### src/rtl/semaforo_pkg.sv
// Shared constants for the intersection lamp driver.
// Lamp encodings, channel indices and timing defaults.
package semaforo_pkg;

  localparam logic [2:0] LAMP_R = 3'b100;
  localparam logic [2:0] LAMP_Y = 3'b010;
  localparam logic [2:0] LAMP_G = 3'b001;

  localparam int VEH_NN = 0;
  localparam int VEH_NS = 1;
  localparam int VEH_TH = 2;

  localparam int AUX_GIRO_NN_IZQ = 0;
  localparam int AUX_GIRO_NN_DER = 1;
  localparam int AUX_GIRO_TH_IZQ = 2;
  localparam int AUX_PEATON_N    = 3;
  localparam int AUX_PEATON_TH1  = 4;
  localparam int AUX_PEATON_TH2  = 5;

  localparam int TICKS_PER_MS_DEF = 10;
  localparam int YEL_MIN_MS_DEF   = 3000;
  localparam int CLEAR_MS_DEF     = 1000;
  localparam int CNT_W_DEF        = 16;
  localparam int FLASH_HALF_MS    = 500;

  typedef enum logic [1:0] {
    ST_RED,
    ST_GRN,
    ST_YEL
  } veh_st_e;

  function automatic logic [2:0] lamp_of(veh_st_e s);
    unique case (s)
      ST_GRN:  return LAMP_G;
      ST_YEL:  return LAMP_Y;
      default: return LAMP_R;
    endcase
  endfunction

endpackage

### src/rtl/semaforo_lamp.sv
// One vehicle signal: RED/GREEN/YELLOW sequencer with
// minimum-yellow dwell, deferred red request and red-age.
module semaforo_lamp
  import semaforo_pkg::*;
#(
  parameter int YEL_MIN_MS = YEL_MIN_MS_DEF,
  parameter int CLEAR_MS   = CLEAR_MS_DEF,
  parameter int CNT_W      = CNT_W_DEF
) (
  input  logic       CLK,
  input  logic       reset_general_n,
  input  logic       tick,
  input  logic       load,
  input  logic       set_red,
  input  logic       chg,
  output logic [2:0] lamp,
  output logic       red_ok,
  output logic       dup
);

  localparam logic [CNT_W-1:0] CNT_MAX = '1;
  localparam logic [CNT_W-1:0] YEL_MIN = CNT_W'(YEL_MIN_MS);
  localparam logic [CNT_W-1:0] CLEAR   = CNT_W'(CLEAR_MS);

  veh_st_e          st, st_nxt;
  logic             pending, pend_nxt, dup_nxt;
  logic [CNT_W-1:0] dwell, red_age;
  logic [CNT_W-1:0] dwell_inc, age_inc, dwell_eff;
  logic             rel_now;

  assign dwell_inc = (dwell == CNT_MAX) ? dwell
                                        : dwell + CNT_W'(1);
  assign age_inc   = (red_age == CNT_MAX) ? red_age
                                          : red_age + CNT_W'(1);
  assign dwell_eff = tick ? dwell_inc : dwell;
  assign rel_now   = pending & tick & (dwell_inc >= YEL_MIN);

  always_ff @(posedge CLK or negedge reset_general_n) begin
    if (!reset_general_n) st <= ST_RED;
    else                  st <= st_nxt;
  end

  always_comb begin
    st_nxt   = st;
    pend_nxt = pending;
    dup_nxt  = 1'b0;
    if (load) begin
      st_nxt   = set_red ? ST_RED : ST_GRN;
      pend_nxt = 1'b0;
    end else begin
      unique case (st)
        ST_RED: if (chg) st_nxt = ST_GRN;
        ST_GRN: if (chg) st_nxt = ST_YEL;
        ST_YEL: begin
          if (pending) begin
            dup_nxt = chg;
            if (rel_now) begin
              st_nxt   = ST_RED;
              pend_nxt = 1'b0;
            end
          end else if (chg) begin
            // too early to drop to red: remember the request
            if (dwell_eff >= YEL_MIN) st_nxt = ST_RED;
            else                      pend_nxt = 1'b1;
          end
        end
        default: st_nxt = ST_RED;
      endcase
    end
  end

  always_ff @(posedge CLK or negedge reset_general_n) begin
    if (!reset_general_n) begin
      pending <= 1'b0;
      dup     <= 1'b0;
      dwell   <= '0;
      red_age <= '0;
    end else begin
      pending <= pend_nxt;
      dup     <= dup_nxt;
      if (load || st != ST_YEL || st_nxt != ST_YEL)
        dwell <= '0;
      else if (tick)
        dwell <= dwell_inc;
      if (load || st != ST_RED || st_nxt != ST_RED)
        red_age <= '0;
      else if (tick)
        red_age <= age_inc;
    end
  end

  always_comb begin
    lamp   = lamp_of(st);
    red_ok = (st == ST_RED) && (red_age >= CLEAR);
  end

endmodule

### src/rtl/semaforo_lamp_driver.sv
// Lamp driver behind the intersection FSM: edges, aux toggles,
// red_check and idle display. FLASH_YELLOW_EN selects yellow flash.
module semaforo_lamp_driver
  import semaforo_pkg::*;
#(
  parameter int TICKS_PER_MS = TICKS_PER_MS_DEF,
  parameter int YEL_MIN_MS   = YEL_MIN_MS_DEF,
  parameter int CLEAR_MS     = CLEAR_MS_DEF,
  parameter int CNT_W        = CNT_W_DEF
) (
  input  logic       CLK,
  input  logic       reset_general_n,
  input  logic       enable_general,
  input  logic [2:0] chg_veh,
  input  logic [5:0] chg_aux,
  input  logic [2:0] set_veh,
  input  logic [5:0] set_aux,
  output logic [8:0] lamp_veh,
  output logic [5:0] lamp_aux,
  output logic       red_check_SemaforoNN_E6,
  output logic       dup_chg
);

  localparam int PS_W = (TICKS_PER_MS > 1) ? $clog2(TICKS_PER_MS) : 1;

  logic [PS_W-1:0] ps_cnt;
  logic            tick, run_tick;
  logic            en_s, en_p, en_rise, run;
  logic [2:0]      veh_s, veh_p, veh_edge;
  logic [5:0]      aux_s, aux_p, aux_edge, aux_q;
  logic [8:0]      lamp_int;
  logic [2:0]      red_ok, dup_v;
  logic            red_check_q;

  assign tick = ps_cnt == PS_W'(TICKS_PER_MS - 1);

  always_ff @(posedge CLK or negedge reset_general_n) begin
    if (!reset_general_n) ps_cnt <= '0;
    else if (tick)        ps_cnt <= '0;
    else                  ps_cnt <= ps_cnt + PS_W'(1);
  end

  always_ff @(posedge CLK or negedge reset_general_n) begin
    if (!reset_general_n) begin
      en_s  <= 1'b0;
      en_p  <= 1'b0;
      veh_s <= '0;
      veh_p <= '0;
      aux_s <= '0;
      aux_p <= '0;
    end else begin
      en_s  <= enable_general;
      en_p  <= en_s;
      veh_s <= chg_veh;
      veh_p <= veh_s;
      aux_s <= chg_aux;
      aux_p <= aux_s;
    end
  end

  // a load cycle swallows any strobe edge seen alongside it
  assign en_rise  = en_s & ~en_p;
  assign run      = en_s & ~en_rise;
  assign veh_edge = veh_s & ~veh_p & {3{run}};
  assign aux_edge = aux_s & ~aux_p & {6{run}};
  assign run_tick = tick & en_s;

  for (genvar i = 0; i < 3; i++) begin : g_veh
    semaforo_lamp #(
      .YEL_MIN_MS (YEL_MIN_MS),
      .CLEAR_MS   (CLEAR_MS),
      .CNT_W      (CNT_W)
    ) u_lamp (
      .CLK             (CLK),
      .reset_general_n (reset_general_n),
      .tick            (run_tick),
      .load            (en_rise),
      .set_red         (set_veh[i]),
      .chg             (veh_edge[i]),
      .lamp            (lamp_int[3*i +: 3]),
      .red_ok          (red_ok[i]),
      .dup             (dup_v[i])
    );
  end

  always_ff @(posedge CLK or negedge reset_general_n) begin
    if (!reset_general_n) begin
      aux_q       <= '0;
      red_check_q <= 1'b0;
    end else begin
      aux_q       <= en_rise ? set_aux : (aux_q ^ aux_edge);
      red_check_q <= red_ok[VEH_NS] & red_ok[VEH_TH];
    end
  end

  assign dup_chg = |dup_v;

`ifdef FLASH_YELLOW_EN
  logic             flash_act, flash_on;
  logic [CNT_W-1:0] flash_ms;

  always_ff @(posedge CLK or negedge reset_general_n) begin
    if (!reset_general_n) begin
      flash_act <= 1'b0;
      flash_on  <= 1'b1;
      flash_ms  <= '0;
    end else if (en_s) begin
      flash_act <= 1'b0;
      flash_on  <= 1'b1;
      flash_ms  <= '0;
    end else if (en_p) begin
      flash_act <= 1'b1;
      flash_on  <= 1'b1;
      flash_ms  <= '0;
    end else if (flash_act && tick) begin
      if (flash_ms == CNT_W'(FLASH_HALF_MS - 1)) begin
        flash_ms <= '0;
        flash_on <= ~flash_on;
      end else begin
        flash_ms <= flash_ms + CNT_W'(1);
      end
    end
  end

  always_comb begin
    lamp_veh                = lamp_int;
    lamp_aux                = aux_q;
    red_check_SemaforoNN_E6 = red_check_q;
    if (flash_act) begin
      lamp_veh                = {3{1'b0, flash_on, 1'b0}};
      lamp_aux                = '0;
      red_check_SemaforoNN_E6 = 1'b0;
    end
  end
`else
  always_comb begin
    lamp_veh                = lamp_int;
    lamp_aux                = aux_q;
    red_check_SemaforoNN_E6 = red_check_q;
  end
`endif

endmodule

### config.mk
export PLATFORM = sky130hd
export DESIGN_NAME = semaforo_lamp_driver
export DESIGN_NICKNAME = d
export VERILOG_FILES = /design/src/rtl/semaforo_pkg.sv /design/src/rtl/semaforo_lamp.sv /design/src/rtl/semaforo_lamp_driver.sv
export SDC_FILE = /design/constraint.sdc
export NUM_CORES = 1
export LEC_CHECK = 0
export ABC_CLOCK_PERIOD_IN_PS = 3700
export BUFFER_PORTS_ARGS = -buffer_cell sky130_fd_sc_hd__buf_2
export CAP_MARGIN = 20
export CELL_PAD_IN_SITES_DETAIL_PLACEMENT = 1
export CELL_PAD_IN_SITES_GLOBAL_PLACEMENT = 2
export CORE_MARGIN = 2
export CORE_UTILIZATION = 35
export DETAILED_ROUTE_END_ITERATION = 10
export GPL_ROUTABILITY_DRIVEN = 0
export GPL_TIMING_DRIVEN = 0
export PLACE_DENSITY = 0.75
export SLEW_MARGIN = 20
export SYNTH_ARGS = -nofsm -noshare
export SYNTH_HDL_FRONTEND = slang
export SYNTH_HIERARCHICAL = 1
export SYNTH_SLANG_ARGS = --single-unit
### constraint.sdc
create_clock -name CLK -period 3.7 [get_ports CLK]
set_input_delay 0.74 -clock CLK [delete_from_list [all_inputs] [get_ports CLK]]
set_output_delay 0.74 -clock CLK [all_outputs]
set_load 0.005 [all_outputs]
After elaboration in Yosys (flattened, before gate mapping)
Index checks and enable logic that the tools add are counted.
{ "classes": {"add_sub_neg": 6, "magnitude_cmp": 8, "eq_ne": 20, "muxes": 74, "bitwise": 19, "reduce_logical": 27} }
{ "ops": {"columns": ["cell", "n"], "rows": [
  ["$mux 16", 15],
  ["$ge 16x12->1 const B", 6],
  ["$add 16x1->16 const B", 5],
  ["$eq 16x16->1 const B", 5],
  ["$mux 2", 21],
  ["$ge 16x10->1 const B", 2],
  ["$mux 1", 30],
  ["$pmux 2 s3", 3],
  ["$pmux 3 s2", 3],
  ["$reduce_bool 2->1", 9],
  ["$ne 2x2->1 const B", 8],
  ["$and 6x6->6", 2],
  ["$and 1x1->1", 10],
  ["$logic_or 1x1->1", 10],
  ["$and 3x3->3", 2],
  ["$eq 2x1->1 const B", 3],
  ["$eq 2x2->1 const B", 3],
  ["$logic_not 2->1", 3],
  ["$mux 6", 1],
  ["$not 6->6", 1],
  ["$xor 6x6->6", 1],
  ["$add 4x1->4 const B", 1],
  ["$eq 4x4->1 const B", 1],
  ["$mux 4", 1],
  ["other kinds (5)", 8]
]} }
{ "word_totals": {"reg_bits": 123, "out_inout_bits": 17, "wordCells": 177} }

Depth between registers and ports, before layout
{ "depth": {"ltp_word": 13, "depth_mapped": 13} }

Modules after synthesis
Netlist, hierarchy kept.
{ "modules_own_cells": {"columns": ["mod", "n_inst", "cells_each", "area_per_inst_um2"], "rows": [
  ["semaforo_lamp", 3, 306, 2655.0],
  ["semaforo_lamp_driver", 1, 84, 1102.3]
]} }

Worst setup path before layout
No wires, ideal clock.
{ "synth_timing": {"path_kind": "reg-to-reg", "startpoint": "register en_s", "endpoint": "register g_veh[0].u_lamp.dwell[10]", "setup_time_ns": 0.097, "t_arrival_ns": 3.402, "path_slack_ns": 0.202, "path_stages_with_launch": 13, "path_buffers": 3, "period_less_slack_ns": 3.498, "cell_sequence": "dfrtp_1 > buf_4 > nand2_1 > nor3_1 > buf_2 > nand3_1 > o41ai_2 > o31ai_1 > nor3_2 > a41oi_2 > o31a_1 > buf_6 > nor4_2"} }
{ "synth_via": {"elab_chain_len": 11, "word_cells_on_any_way": 21, "cone_classes": "1 x order compare; 1 x eq/ne; 10 x mux; 7 x bitwise; 2 x reduce/logical"} }
{ "synth_rtl": {"columns": ["item", "line", "source"], "rows": [
  ["start: declaration", "semaforo_lamp_driver.sv:28", "logic en_s, en_p, en_rise, run;"],
  ["start signal: assignment", "semaforo_lamp_driver.sv:52", "en_s <= enable_general;"],
  ["$and 1x1->1 *", "semaforo_lamp_driver.sv:66", "assign run_tick = tick & en_s;"],
  ["net run_tick", "semaforo_lamp_driver.sv:27", "logic tick, run_tick;"],
  ["$mux 16", "semaforo_lamp.sv:35", "assign dwell_eff = tick ? dwell_inc : dwell;"],
  ["$ge 16x12->1", "semaforo_lamp.sv:63", "if (dwell_eff >= YEL_MIN) st_nxt = ST_RED;"],
  ["$mux 2", "semaforo_lamp.sv:63", null],
  ["$mux 2", "semaforo_lamp.sv:61", "end else if (chg) begin"],
  ["$mux 2", "semaforo_lamp.sv:55", "if (pending) begin"],
  ["$pmux 2 s3", "semaforo_lamp.sv:51", "unique case (st)"],
  ["$mux 2", "semaforo_lamp.sv:47", "if (load) begin"],
  ["$ne 2x2->1", "semaforo_lamp.sv:81", "if (load || st != ST_YEL || st_nxt != ST_YEL)"],
  ["$logic_or 1x1->1", "semaforo_lamp.sv:81", null],
  ["$mux 16 *", "semaforo_lamp.sv:81", null],
  ["end signal: assignment", "semaforo_lamp.sv:84", "dwell <= dwell_inc;"],
  ["end: declaration", "semaforo_lamp.sv:27", "logic [CNT_W-1:0] dwell, red_age;"]
]} }
The timed path passes the listed nets; every way through them passes the cells marked *.
A chain may end at the register's enable or synchronous reset.

Final worst setup path
{ "layout_timing": {"startpoint": "register en_s", "endpoint": "register g_veh[1].u_lamp.dwell[1]"} }
{ "layout_via": {"elab_chain_len": 11, "word_cells_on_any_way": 21, "cone_classes": "1 x order compare; 1 x eq/ne; 10 x mux; 7 x bitwise; 2 x reduce/logical"} }
{ "layout_rtl": {"columns": ["item", "line"], "rows": [
  ["$and 1x1->1 *", "semaforo_lamp_driver.sv:66"],
  ["net run_tick", "semaforo_lamp_driver.sv:27"],
  ["$mux 16", "semaforo_lamp.sv:35"],
  ["$ge 16x12->1", "semaforo_lamp.sv:63"],
  ["$mux 2", "semaforo_lamp.sv:63"],
  ["$mux 2", "semaforo_lamp.sv:61"],
  ["$mux 2", "semaforo_lamp.sv:55"],
  ["$pmux 2 s3", "semaforo_lamp.sv:51"],
  ["$mux 2", "semaforo_lamp.sv:47"],
  ["$ne 2x2->1", "semaforo_lamp.sv:81"],
  ["$logic_or 1x1->1", "semaforo_lamp.sv:81"],
  ["$mux 16 *", "semaforo_lamp.sv:81"],
  ["end signal: assignment", "semaforo_lamp.sv:84"],
  ["end: declaration", "semaforo_lamp.sv:27"]
]} }
Marked as above.

==> impl_metrics.tcl <==
set metrics [dict create \
    run_status "finished, final reports clean" \
    p_int_mw 2.63 \
    vias 7355 \
    path_clk_slew_ps 70 \
    r2r_start "en_s$_DFF_PN0_" \
    clock.fmax_mhz 281 \
    nets 1025 \
    final_cells 1317 \
    syn_area_per_cell_um2 9.03 \
    final_common_cell "dfrtp_1" \
    hold_path_class "input port to async pin" \
    drt-total-wl_um 24200 \
    final.setup.worst_slack_ps 139 \
    numCtsBuffers 17 \
    max_stage_delay_ps 420 \
    setup.worst_path.start_class "flip-flop" \
    crit_family "compound AO/OA/AOI/OAI gates" \
    max-vdd-ir-drop_v 0.000270 \
    cp.required_ps 4000 \
    cp_slowest_cell "dfrtp_2" \
    die_y_um 158 \
    groute.usage.overall_pct 20.4 \
    wl_per_cell_um 18.4 \
    dp_cells 1272 \
    pre_cts_ws_ps -208 \
    initial_core_util_pct 35.3 \
    worstMarginPinSlew_ps 887 \
    switchingPower_mw 1.30 \
    setup_viol 0 \
    drc 0 \
    synth_area_mm2 0.00825 \
    rows 56 \
    grt_max_degree 73 \
    arrival_ps 3870 \
    antenna_found_initial 0 \
    sw_frac_of_total_pct 33.0 \
    dr.pass1.iters 5 \
    cts_tree "done" \
    finalHoldViolations 0 \
    setup_tns_ps 0 \
    num_antenna_cells 0 \
    cp_cell_sequence "buf_4 > nand2_1 > nor3_4 > buf_4 > buf_4 > nand3_1 > o41ai_2 > o31ai_1 > nor3_2 > a41oi_2 > o31a_1 > buf_4 > a2111oi_2" \
    finalCritPeriodShare_pct 96.3 \
    slew_headroom_pct 40.9 \
    syn2layout_area_growth_pct 17.3 \
    portBuffers 37 \
    ys_warn_count 6 \
    path_max_fanout 10 \
    ctsRootBufferMaster "clkbuf_16" \
    mostFrequentLayoutCells "dfrtp_1 (122), nand2_1 (87), nor2_1 (74), buf_2 (64), nand3_1 (42)" \
    dieArea_mm2 0.0248 \
    rsz0062_at_grt "true" \
    htree_num_levels 4 \
    ios 38 \
    nFillCells 2748 \
    viasPerCell 5.58 \
    finClkSkew_ps 13.2 \
    core_area_mm2 0.0233 \
    drv_cap 0 \
    clockBufferDepth 2 \
    synth_nets 953 \
    antenna_left 0 \
    ctsHoldBuffers 0 \
    power_mw 3.93 \
    grt_pass1_wl_um 39900 \
    startpoint "en_s$_DFF_PN0_" \
    clkSinkCount 123 \
    drt-initial-drc-count 361 \
    rr_worst_depth 13 \
    syn_inst 913 \
    total_leakage_power_nw 3.64 \
    power_frac_comb_pct 19.9 \
    path_class "flip-flop to flip-flop" \
    crit_buf_inv 4 \
    power_density_mw_per_mm2 406 \
    r2r-end "g_veh[1].u_lamp/dwell[1]$_DFF_PN0_" \
    fin_crit_ps 3560 \
    cpMostUsedCell "buf_4" \
    drive_gt1_share_pct 20.3 \
    grt_pass1_vias 7406 \
    pwr-share-clk_pct 43.7 \
    clk_latency_ps 430 \
    die_x_um 158 \
    dp_hpwl_um 16600 \
    end_kind "flip-flop" \
    sequentialPowerShare_pct 36.4 \
    maxSlewViolCount 0 \
    worst-r2r-setup-slack_ps 140 \
    grt_overflow_total 0 \
]
==> routing by layer <==
layer	track usage [%]	vias up	routed length, um
met5	0	-	0
met4	5.58	0	287
li1	-	3551	-
met3	3.06	23	570
met1	28.7	3677	11900
met2	32.5	104	11400
==> sequential cells by signal (all words and copies together) (netlist names), 3 cells and up <==
| signal | flops |
|---|---|
| aux_p | 6 |
| aux_s | 6 |
| veh_s | 3 |
| g_veh.u_lamp/red_age | 32 |
| g_veh.u_lamp/dup | 3 |
| lamp_aux | 6 |
| ps_cnt | 4 |
| g_veh.u_lamp/st | 6 |
| g_veh.u_lamp/pending | 3 |
| g_veh.u_lamp/dwell | 48 |
| veh_p | 3 |
==> final cells by class <==
| cell class | instances | area (um^2) | share of cell area, % |
|---|---|---|---|
| plain buffers | 66 | 399 | 4.12 |
| clock buffers | 17 | 425 | 4.40 |
| clock inverters | 15 | 169 | 1.75 |
| inverters | 26 | 97.6 | 1.01 |
| multi-input cells | 698 | 4760 | 49.2 |
| flip-flops and latches | 123 | 3080 | 31.8 |
| well taps | 319 | 399 | 4.12 |
| repair buffers | 53 | 348 | 3.59 |
==> worst register-to-register path, cell delays in order (launching register included) <==
cell       delay (ps)
dfrtp_2           420
buf_4             200
nand2_1           100
nor3_4            290
buf_4             240
buf_4             230
nand3_1           170
o41ai_2           310
o31ai_1           130
nor3_2            240
a41oi_2           200
o31a_1            390
buf_4             180
a2111oi_2         350
==> repair_timing <==
action | CTS | global route
setup buffers | 1 | 12
pin swaps | 1 | 11
gates resized for setup | 6 | 11
endpoints found under the setup margin | 32 | 45
==> power groups by stage <==
stage               registers, mW  logic (mW)  clock network (mW)
finish                       1.43       0.781                1.72
global route                 1.44       0.868                1.82
CTS                          1.43       0.756                1.78
detailed placement           1.46       0.718                   0
global placement             1.46       0.706                   0
floorplan                    1.45       0.450                   0
==> stage by stage <==
step | hold slack (ps) | utilization (%) | area [um^2]
2_1_floorplan | 346 | - | 8250
3_3_place_gp | 351 | 37.9 | 8830
3_5_place_dp | 358 | 38.1 | 8890
4_1_cts | 219 | 40.9 | 9530
5_1_grt | 239 | 41.5 | 9680
6_report | 218 | 41.5 | 9680
==> how the worst max path moves through the flow <==
| stage | end | slack (ps) | cells after the start |
|---|---|---|---|
| 2_1_floorplan | g_veh[1].u_lamp/dwell[10]$_DFF_PN0_ | 200 | 12 |
| 3_3_place_gp | g_veh[2].u_lamp/dwell[7]$_DFF_PN0_ | -1910 | 12 |
| 3_5_place_dp | g_veh[1].u_lamp/dwell[13]$_DFF_PN0_ | -210 | 13 |
| 4_1_cts | g_veh[0].u_lamp/dwell[11]$_DFF_PN0_ | 10 | 13 |
| 5_1_grt | g_veh[1].u_lamp/dwell[1]$_DFF_PN0_ | -40 | 13 |
| 6_report | g_veh[1].u_lamp/dwell[1]$_DFF_PN0_ | 140 | 13 |
No activity file was read; power rests on OpenSTA's default activity.
